## src/rtl/uart_tx_buffered.sv

```systemverilog
// Buffered UART transmitter: a small word FIFO feeding a start/data/parity/stop
// serializer. Line settings are captured per frame when the word is popped.
module uart_tx_buffered #(
  parameter int DATA_WIDTH = 8,
  parameter int FIFO_DEPTH = 8,
  parameter int DIV_WIDTH  = 16
) (
  input  logic                          clk,
  input  logic                          rst,
  input  logic                          in_valid,
  output logic                          in_ready,
  input  logic [DATA_WIDTH-1:0]         in_data,
  output logic [$clog2(FIFO_DEPTH):0]   fifo_level,
  output logic                          busy,
  output logic                          tx_done,
  output logic                          tx,
  input  logic [DIV_WIDTH-1:0]          baud_divider,
  input  logic                          parity_en,
  input  logic                          parity_odd,
  input  logic                          stop_two
);

  localparam int AW = $clog2(FIFO_DEPTH);
  localparam int BW = $clog2(DATA_WIDTH);
  localparam logic [AW:0]   DEPTH_C  = (AW+1)'(FIFO_DEPTH);
  localparam logic [BW-1:0] LAST_BIT = BW'(DATA_WIDTH - 1);

  typedef enum logic [2:0] {IDLE, START, DATA, PARITY, STOP} state_t;

  logic [DATA_WIDTH-1:0] mem [FIFO_DEPTH];
  logic [AW-1:0]         wr_ptr_reg, rd_ptr_reg;
  logic [AW:0]           count_reg;

  state_t                state_reg, state_next;
  logic [DIV_WIDTH-1:0]  baud_cnt_reg, baud_cnt_next;
  logic [DIV_WIDTH-1:0]  div_reg, div_next;
  logic [BW-1:0]         bit_idx_reg, bit_idx_next;
  logic [DATA_WIDTH-1:0] data_reg, data_next;
  logic                  par_en_reg, par_en_next;
  logic                  par_odd_reg, par_odd_next;
  logic                  stop_two_reg, stop_two_next;
  logic                  second_stop_reg, second_stop_next;
  logic                  tx_reg, tx_next;
  logic                  push, pop, bit_end, frame_end;

  assign in_ready   = count_reg < DEPTH_C;
  assign push       = in_valid && in_ready;
  assign bit_end    = (baud_cnt_reg == div_reg);
  assign frame_end  = (state_reg == STOP) && bit_end && (second_stop_reg || !stop_two_reg);
  assign fifo_level = count_reg;
  assign busy       = (state_reg != IDLE) || (count_reg != '0);
  assign tx_done    = frame_end;
  assign tx         = tx_reg;

  always_ff @(posedge clk) begin
    if (push) mem[wr_ptr_reg] <= in_data;
  end

  always_comb begin
    state_next       = state_reg;
    baud_cnt_next    = (state_reg == IDLE || bit_end) ? '0 : baud_cnt_reg + 1'b1;
    div_next         = div_reg;
    bit_idx_next     = bit_idx_reg;
    data_next        = data_reg;
    par_en_next      = par_en_reg;
    par_odd_next     = par_odd_reg;
    stop_two_next    = stop_two_reg;
    second_stop_next = second_stop_reg;
    tx_next          = tx_reg;
    pop              = 1'b0;

    case (state_reg)
      IDLE: begin
        if (count_reg != '0) pop = 1'b1;
      end
      START: begin
        if (bit_end) begin
          state_next   = DATA;
          bit_idx_next = '0;
          tx_next      = data_reg[0];
        end
      end
      DATA: begin
        if (bit_end) begin
          if (bit_idx_reg == LAST_BIT) begin
            if (par_en_reg) begin
              state_next = PARITY;
              tx_next    = (^data_reg) ^ par_odd_reg;
            end else begin
              state_next       = STOP;
              tx_next          = 1'b1;
              second_stop_next = 1'b0;
            end
          end else begin
            bit_idx_next = bit_idx_reg + 1'b1;
            tx_next      = data_reg[bit_idx_next];
          end
        end
      end
      PARITY: begin
        if (bit_end) begin
          state_next       = STOP;
          tx_next          = 1'b1;
          second_stop_next = 1'b0;
        end
      end
      STOP: begin
        if (frame_end) begin
          if (count_reg != '0) pop = 1'b1;
          else                 state_next = IDLE;
        end else if (bit_end) begin
          second_stop_next = 1'b1;
        end
      end
      default: begin
        state_next = IDLE;
        tx_next    = 1'b1;
      end
    endcase

    // A pop starts a new frame and freezes the line settings for its duration.
    if (pop) begin
      state_next    = START;
      tx_next       = 1'b0;
      baud_cnt_next = '0;
      data_next     = mem[rd_ptr_reg];
      div_next      = baud_divider;
      par_en_next   = parity_en;
      par_odd_next  = parity_odd;
      stop_two_next = stop_two;
    end
  end

  always_ff @(posedge clk or posedge rst) begin
    if (rst) begin
      state_reg       <= IDLE;
      baud_cnt_reg    <= '0;
      div_reg         <= '0;
      bit_idx_reg     <= '0;
      data_reg        <= '0;
      par_en_reg      <= 1'b0;
      par_odd_reg     <= 1'b0;
      stop_two_reg    <= 1'b0;
      second_stop_reg <= 1'b0;
      tx_reg          <= 1'b1;
      wr_ptr_reg      <= '0;
      rd_ptr_reg      <= '0;
      count_reg       <= '0;
    end else begin
      state_reg       <= state_next;
      baud_cnt_reg    <= baud_cnt_next;
      div_reg         <= div_next;
      bit_idx_reg     <= bit_idx_next;
      data_reg        <= data_next;
      par_en_reg      <= par_en_next;
      par_odd_reg     <= par_odd_next;
      stop_two_reg    <= stop_two_next;
      second_stop_reg <= second_stop_next;
      tx_reg          <= tx_next;
      if (push) wr_ptr_reg <= wr_ptr_reg + 1'b1;
      if (pop)  rd_ptr_reg <= rd_ptr_reg + 1'b1;
      if (push && !pop)      count_reg <= count_reg + 1'b1;
      else if (pop && !push) count_reg <= count_reg - 1'b1;
    end
  end

endmodule

```

## config.mk

```make
export PLATFORM = sky130hd
export DESIGN_NAME = uart_tx_buffered
export DESIGN_NICKNAME = d
export VERILOG_FILES = /design/src/rtl/uart_tx_buffered.sv
export SDC_FILE = /design/constraint.sdc
export NUM_CORES = 1
export LEC_CHECK = 0
export CAP_MARGIN = 20
export CORE_ASPECT_RATIO = 1.1
export CORE_UTILIZATION = 45
export CTS_CLUSTER_DIAMETER = 100
export DETAILED_ROUTE_END_ITERATION = 16
export PLACE_DENSITY = 0.65
export SKIP_LAST_GASP = 1
export SLEW_MARGIN = 20
export SYNTH_ARGS = -nofsm -noshare
export SYNTH_HDL_FRONTEND = slang
export SYNTH_SLANG_ARGS = --single-unit
```

## constraint.sdc

```tcl
create_clock -name clk -period 3.6 [get_ports clk]
set_input_delay 0.36 -clock clk [delete_from_list [all_inputs] [get_ports clk]]
set_output_delay 0.36 -clock clk [all_outputs]
set_load 0.05 [all_outputs]
```

Word-level counts from Yosys, hierarchy flattened
Memory sizes are Yosys's and may differ from the RTL's. A register that Yosys moved wholly into a read port is not among the register bits.
Cells that the tools add are included.
{"block": "op_classes", "add_sub_neg": 6, "magnitude_cmp": 2, "n_eq_ne": 22, "muxes": 37, "bitwise_logic": 1, "reduce_logical": 23}
{"operator": "$mux 3", "count": 11}
{"operator": "$mux 16", "count": 2}
{"operator": "$ne 2x2->1 const B", "count": 9}
{"operator": "$ne 3x3->1 const B", "count": 6}
{"operator": "$add 16x1->16 const B", "count": 1}
{"operator": "$eq 16x16->1", "count": 1}
{"operator": "$mux 1", "count": 16}
{"operator": "$pmux 3 s5", "count": 1}
{"operator": "$reduce_and 7->1", "count": 2}
{"operator": "$add 3x1->3 const B", "count": 3}
{"operator": "$mux 4", "count": 2}
{"operator": "$reduce_and 4->1", "count": 2}
{"operator": "$reduce_xor 8->1", "count": 1}
{"operator": "$eq 3x2->1 const B", "count": 2}
{"operator": "$eq 3x3->1 const B", "count": 2}
{"operator": "$pmux 3 s2", "count": 1}
{"operator": "$reduce_bool 3->1", "count": 2}
{"operator": "$logic_and 1x1->1", "count": 5}
{"operator": "$add 4x1->4 const B", "count": 1}
{"operator": "$lt 3x4->1 const B", "count": 1}
{"operator": "$lt 4x4->1 const B", "count": 1}
{"operator": "$pmux 1 s4", "count": 1}
{"operator": "$reduce_bool 2->1", "count": 2}
{"operator": "$reduce_bool 4->1", "count": 1}
{"operator": "11 further kinds", "count": 15}
{"block": "word_totals", "regBits": 53, "ramBits": 64, "input_bits": 30, "out_inout_bits": 8, "word_cells": 104, "n_memories": 1}
{"name": "mem", "depth": 8, "word_bits": 8, "rd": 1, "rd_clocked_by_memory_dff": 1, "write_ports": 1, "line": "30", "rtl": "logic [DATA_WIDTH-1:0] mem [FIFO_DEPTH];"}

Longest topological paths before layout
Gate-level depths: netlist (run 1).
{"block": "depth", "depth_word": 8, "depth_mapped": 16, "mapped_depth_nobuf": 13}

Worst setup path before layout (run 1)
OpenSTA, ideal clock, no wires.
{"block": "synth_timing", "path_type": "flip-flop to flip-flop", "from": "register baud_cnt_reg[11]", "to": "register count_reg[3] (netlist: fifo_level[3])", "t_arrival_ns": 2.760, "required_ns": 3.461, "slack_ns": 0.701, "path_stages_with_launch": 17, "n_path_buf": 3, "period_less_slack_ns": 2.899, "path_cell_list": "dfrtp_1 > buf_6 > xnor2_1 > nand4_1 > nor4_2 > buf_4 > nand2_4 > a21bo_4 > buf_6 > ha_1 > inv_1 > ha_1 > a21o_1 > a21oi_1 > xnor2_1 > nor2_1 > xnor2_1"}
{"block": "synth_between", "elab_chain_cells": 8, "elab_cells_between_ends": 10, "classes_between": "1 x eq/ne; 3 x mux; 6 x reduce/logical"}
{"element": "start: declaration", "line": "35", "rtl": "logic [DIV_WIDTH-1:0] baud_cnt_reg, baud_cnt_next;"}
{"element": "start signal: assignment", "line": "151", "rtl": "baud_cnt_reg <= baud_cnt_next;"}
{"element": "$eq 16x16->1 (*)", "line": "48", "rtl": "assign bit_end = (baud_cnt_reg == div_reg);"}
{"element": "$logic_and 1x1->1 (*) (2 in series)", "line": "49", "rtl": "assign frame_end = (state_reg == STOP) && bit_end && (second_stop_reg || !stop_two_reg);"}
{"element": "$mux 1 (*)", "line": "108", "rtl": "if (frame_end) begin"}
{"element": "$pmux 1 s2 (*)", "line": "72", "rtl": "case (state_reg)"}
{"element": "$logic_not 1->1", "line": "162", "rtl": "if (push && !pop) count_reg <= count_reg + 1'b1;"}
{"element": "$logic_and 1x1->1", "line": "162"}
{"element": "$mux 4 / $reduce_bool 2->1 (equally long branches)"}
{"element": "end signal: assignment", "line": "162"}
{"element": "end signal: assignment", "line": "163", "rtl": "else if (pop && !push) count_reg <= count_reg - 1'b1;"}
{"element": "end: declaration", "line": "32", "rtl": "logic [AW:0] count_reg;"}
Every way passes the cells marked *; elsewhere a longest branch is shown, timed or not.
A chain may end at the register's enable or synchronous reset.

Worst setup path in the final report (run 1)
{"block": "layout_timing", "from": "register baud_cnt_reg[12]", "to": "output tx_done"}
{"block": "layout_between", "elab_chain_cells": 3}
{"element": "$eq 16x16->1", "line": "48"}
{"element": "$logic_and 1x1->1 (2 in series)", "line": "49"}
{"element": "end: declaration", "line": "15", "rtl": "output logic tx_done,"}
Every way passes these cells.

==> results.json, run 1 <==
{
  "clock-sinks": 125,
  "wl_per_cell_um": 17.3,
  "worst_pin_slew_ps": 919,
  "fill_cells": 961,
  "p_leak_nw": 2.61,
  "core_area_um2": 12100,
  "post_cts_resized": 0,
  "gp_congestion": 0.844,
  "ioPinCount": 38,
  "grt_pass1_wl_um": 16800,
  "drcViolationCount": 0,
  "largest_reg_flops": 64,
  "drtAntennaViolNets": 0,
  "diodes": 0,
  "final_hold_viol_count": 0,
  "synth_seq_cells": 125,
  "synth_top_area_cell": "edfxtp_1",
  "portBuffers": 37,
  "powerDensity_nw_per_um2": 841,
  "drt_wl_total_um": 10200,
  "multi_input_area_um2": 2090,
  "netlist_area_um2": 5650,
  "regArea_um2": 3450,
  "synthArstFlopShare_pct": 48.8,
  "row_count": 42,
  "drv_slew": 0,
  "viasPerCell": 5.25,
  "overflow": 0,
  "endpoint_kind": "primary output",
  "dieWidth_um": 109,
  "timing.final.crit_share_pct": 86.2,
  "rsz0062_at_grt": "false",
  "seq_area_frac_synth_pct": 61.0,
  "synthCells": 372,
  "fp.dieH_um": 120,
  "p_total_w": 0.00569,
  "dp_cells": 559,
  "relSlewSlack_pct": 38.6,
  "vias": 3098,
  "setup_violations": 0,
  "synth_top_area_share_pct": 34.0,
  "netlist-cell-type-count": 42,
  "status": "completed",
  "holdBufCountCts": 0,
  "hpwlAfterDp_um": 6830,
  "stdcell_count": 590,
  "cts.clk_slew.worst_paths_ps": 50,
  "cts_tree": "built",
  "synth-main-ff-cell": "edfxtp_1",
  "post_cts_buffers": 0,
  "first_pass_iters": 6,
  "area.growth.synth_to_final_pct": 19.8,
  "fmax_mhz": 322,
  "clock_skew_ps": 6.93,
  "grt_max_degree": 45,
  "criticalPathCategory": "flip-flop to primary output",
  "fin_nets": 463,
  "layout-drive-gt1-share_pct": 23.9,
  "die-area_um2": 13000,
  "required_ps": 3240,
  "grtUsageTotal_pct": 17.8,
  "drv_cap": 0,
  "synth_edf_count": 64,
  "synth_area_leaders": "edfxtp_1 (34%), dfrtp_1 (27%), mux2_4 (7.2%), mux4_2 (7.2%), xnor2_1 (5.7%)",
  "htree_levels": 4,
  "clkLatencyLatePin_ps": 410,
  "grt_antenna_before_repair": 0,
  "drt_iter0_drc": 141,
  "grt_pass1_vias": 3312,
  "worstPathArrival_ps": 2740,
  "finish.utilization_pct": 55.8,
  "initial_core_util_pct": 46.6,
  "cp_max_fo": 5,
  "syn_avg_cell_area_um2": 15.2,
  "ir_worst_vdd_v": 0.000457,
  "syn_nets": 411,
  "fin_setup_tns_ps": 0,
  "start_kind": "flip-flop",
  "clockRootBuffer": "clkbuf_16",
  "cts_max_path_buffers": 2,
  "cts_buffers": 17,
  "finalCriticalPeriod_ps": 3100,
  "yosysWarnings": 0,
  "hold_class": "input pin to async pin"
}
## worst max-delay path: stages, from the launching register on
cell and delay, ps:
dfrtp_1 430, xnor2_1 180, nand4_1 170, nor4_2 470
nand2_4 120, nor2_1 140, clkdlybuf4s50_1 810
## where the power goes
group | internal [W] | switching [W] | total [W]
registers | 0.00183 | 0.000316 | 0.00215
clock network | 0.00101 | 0.000592 | 0.00160
logic | 0.00112 | 0.000826 | 0.00195
## path summary, 6_finish.rpt
path / start / end / slack [ps] / cells past startpoint
min in group clk: second_stop_reg / second_stop_reg / 470 / 1
worst min-delay path: rst / wr_ptr_reg[1] / 470 / 2
max in group asynchronous: rst / div_reg[15] / 2420 / 3
worst min register to register: second_stop_reg / second_stop_reg / 470 / 1
worst max-delay path: baud_cnt_reg[12] / tx_done / 500 / 6
worst max register to register: baud_cnt_reg[12] / fifo_level[3] / 660 / 13
## routing by layer
| metal | vias up | wire length, um | global-route usage (%) | share of wire [%] |
|---|---|---|---|---|
| met5 | - | 0 | 0 | 0 |
| met2 | 60 | 5490 | 30.7 | 54 |
| met1 | 1566 | 4150 | 20.6 | 41 |
| li1 | 1461 | - | - | - |
| met3 | 11 | 374 | 4.78 | 3.7 |
| met4 | 0 | 172 | 7.60 | 1.7 |
## final cells by class
type,count,area share [%]
clock inverters,11,1.77
well taps,154,2.85
repair buffers,50,6.91
clock buffers,20,6.45
flip-flops and latches,125,50.9
inverters,4,0.222
multi-input cells,226,30.9
## logic make-up after synthesis
kind of cell | count (synthesis) | synth area share [%]
AOI/OAI and AO/OA | 21 | 2.63
xor gates and xnor gates | 47 | 7.28
adders and majority gates | 9 | 2.12
buffers and inverters | 21 | 2.04
DFF | 125 | 61.0
muxes | 58 | 16.9
and+or+nand+nor | 91 | 7.99
## through the flow
| step | hold WS (ps) | setup WS, ps | area [um^2] |
|---|---|---|---|
| after floorplan | 440 | 701 | 5650 |
| after global placement | 453 | 719 | 6210 |
| after detailed placement | 462 | 677 | 6210 |
| after CTS | 474 | 457 | 6770 |
| after global routing | 487 | 317 | 6770 |
| final | 467 | 497 | 6770 |
## cells in the final DEF (no fill, tap or decap), types with 2 or more instances in the layout
master,count
nand4_1,7
and3_1,3
clkinv_1,2
a21oi_1,3
inv_1,3
nand2_1,14
mux2_4,27
a22o_1,2
nor2_1,35
nor3_1,6
mux4_2,18
nand3_1,6
bufinv_16,2
buf_4,13
and2_1,2
clkbuf_16,17
xor2_1,10
o21ai_0,6
edfxtp_1,64
a21o_1,4
clkdlybuf4s50_1,37
nor2b_1,3
a31oi_1,2
mux2_2,13
dfrtp_1,60
clkinvlp_4,4
clkbuf_1,3
nand2b_1,7
xnor2_1,37
ha_1,8
## cells in the mapped netlist (2+ instances only)
| master | count |
|---|---|
| edfxtp_1 | 64 |
| dfrtp_1 | 60 |
| xnor2_1 | 37 |
| nor2_1 | 35 |
| mux2_4 | 27 |
| mux4_2 | 18 |
| nand2_1 | 14 |
| mux2_2 | 13 |
| xor2_1 | 10 |
| clkbuf_1 | 8 |
| ha_1 | 8 |
| nand2b_1 | 7 |
| nand4_1 | 7 |
| nand3_1 | 6 |
| nor3_1 | 6 |
| o21ai_0 | 6 |
| a21o_1 | 4 |
| buf_6 | 4 |
| inv_1 | 4 |
| a21oi_1 | 3 |
| and3_1 | 3 |
| nor2b_1 | 3 |
| a22o_1 | 2 |
| a31oi_1 | 2 |
| and2_1 | 2 |
| buf_1 | 2 |
| buf_2 | 2 |
Note: power is estimated with default switching activity, not from simulation.
==> run 2: changes to the inputs <==
MAX_ROUTING_LAYER = met4   (was unset)
==> run 2 against run 1 <==
Hold slack hardly changed. Non-clock buffer count did not move. First-iteration DRC count down 0.71%. Critical endpoint unchanged. Critical path type unchanged. Clock skew hardly changed. Design area unchanged. Via count down 0.19%. Utilization is the same. Cell count stayed put.
==> results.json, run 2 (synthesized netlist as in run 1, its figures left out) <==
{
  "regArea_um2": 3450,
  "grt_pass1_vias": 3310,
  "fin_area_um2": 6770,
  "die-area_um2": 13000,
  "clock_skew_ps": 7.10,
  "cts_tree": "built",
  "endpoint_kind": "primary output",
  "grt_antenna_before_repair": 0,
  "clockRootBuffer": "clkbuf_16",
  "rsz0062_at_grt": "false",
  "htree_levels": 4,
  "multi_input_area_um2": 2090,
  "portBuffers": 37,
  "core_area_um2": 12100,
  "criticalPathCategory": "flip-flop to primary output",
  "reg2reg_slack_ps": 660,
  "cp-endpoint": "tx_done",
  "drv_slew": 0,
  "wl_per_cell_um": 17.2,
  "holdBufCountCts": 0,
  "timing.final.crit_share_pct": 86.1,
  "largest_reg_flops": 64,
  "diodes": 0,
  "fill_cells": 961,
  "post_cts_resized": 0,
  "crit_chain": "xnor2_1 > nand4_1 > nor4_2 > nand2_4 > nor2_1 > clkdlybuf4s50_1",
  "fin_setup_tns_ps": 0,
  "powerDensity_nw_per_um2": 840,
  "fp.dieH_um": 120,
  "clock-sinks": 125,
  "max_stage_delay_ps": 810,
  "gp_congestion": 0.857,
  "initial_core_util_pct": 46.6,
  "drt_iter0_drc": 140,
  "overflow": 0,
  "critPathLaunch": "baud_cnt_reg[12]",
  "finish.utilization_pct": 55.8,
  "hold_class": "input pin to async pin",
  "worst-path-stages": 6,
  "post_cts_buffers": 0,
  "drtAntennaViolNets": 0,
  "crit_buf_inv": 1,
  "drv_cap": 0,
  "status": "completed",
  "fmax_mhz": 322,
  "drt_wl_total_um": 10200,
  "cp_max_fo": 5,
  "relSlewSlack_pct": 38.7,
  "ioPinCount": 38,
  "hpwlAfterDp_um": 6830,
  "dieWidth_um": 109,
  "area.growth.synth_to_final_pct": 19.8,
  "ir_worst_vdd_v": 0.000457,
  "drcViolationCount": 0,
  "vias": 3092,
  "layout-drive-gt1-share_pct": 23.9,
  "viasPerCell": 5.24,
  "grt_max_degree": 45,
  "grtUsageTotal_pct": 18.3,
  "path_delay_family": "simple AND/OR/NAND/NOR gates",
  "final_cell_mix": "edfxtp_1 (64), dfrtp_1 (60), xnor2_1 (37), clkdlybuf4s50_1 (37), nor2_1 (35)",
  "cts_buffers": 17,
  "setup_violations": 0,
  "clkLatencyLatePin_ps": 410,
  "fin_nets": 463,
  "cts.clk_slew.worst_paths_ps": 50,
  "p_leak_nw": 2.61,
  "finalCriticalPeriod_ps": 3100,
  "timing.rr.start": "baud_cnt_reg[12]",
  "worstPathArrival_ps": 2740,
  "dpl-instance-area_um2": 6210,
  "r2r_cells": 13,
  "row_count": 42,
  "reg2reg_to": "fifo_level[3]",
  "cts_max_path_buffers": 2,
  "worst_pin_slew_ps": 918,
  "start_kind": "flip-flop",
  "required_ps": 3240,
  "final_hold_viol_count": 0,
  "critPathSlowestCell": "clkdlybuf4s50_1",
  "first_pass_iters": 6,
  "grt_pass1_wl_um": 16800,
  "final_common_cell": "edfxtp_1"
}
==> run 2: final cells by class <==
class                   count  share of cell area, %
flip-flops and latches    125                   50.9
multi-input cells         226                   30.9
repair buffers             50                   6.91
clock buffers              20                   6.45
well taps                 154                   2.85
clock inverters            11                   1.77
inverters                   4                  0.222
==> run 2: metrics by stage <==
stage	setup slack, ps	std cells	hold slack (ps)	power [W]
after floorplan	701	372	440	0.00372
after global routing	317	590	487	0.00601
final	499	590	467	0.00569
after detailed placement	677	559	462	0.00414
after global placement	719	559	453	0.00412
after CTS	457	590	474	0.00577
==> run 2: worst min-delay path by stage <==
stage	startpoint	depth (start not counted)	end	slack, ps
6_report	rst	2	wr_ptr_reg[1]	470
4_1_cts	second_stop_reg	1	second_stop_reg	470
3_5_place_dp	second_stop_reg	1	second_stop_reg	460
5_1_grt	second_stop_reg	1	second_stop_reg	490
2_1_floorplan	second_stop_reg	1	second_stop_reg	440
3_3_place_gp	second_stop_reg	1	second_stop_reg	450
==> run 2: worst reg2reg max path, stage by stage, from the launching register on <==
cell and delay (ps):
dfrtp_1 430, xnor2_1 190, nand4_1 170, nor4_2 470, nand2_4 120, a21bo_4 230
ha_1 200, inv_1 120, ha_1 240, a21o_1 170, a21oi_1 160, xnor2_1 140
nor2_1 70, xnor2_1 120
==> run 2: where the power goes <==
part	switching, W	total, W	leakage, nW	internal [W]
Sequential	0.000316	0.00215	1.34	0.00183
Clock	0.000591	0.00160	0.258	0.00101
Combinational	0.000826	0.00194	1.02	0.00112
==> run 2: routing by layer <==
layer	GRT usage (%)	wire length, um	up-vias
met4	7.60	168	0
met3	4.78	379	11
met5	-	0	-
met1	20.6	4130	1558
met2	30.7	5480	59
li1	-	-	1464
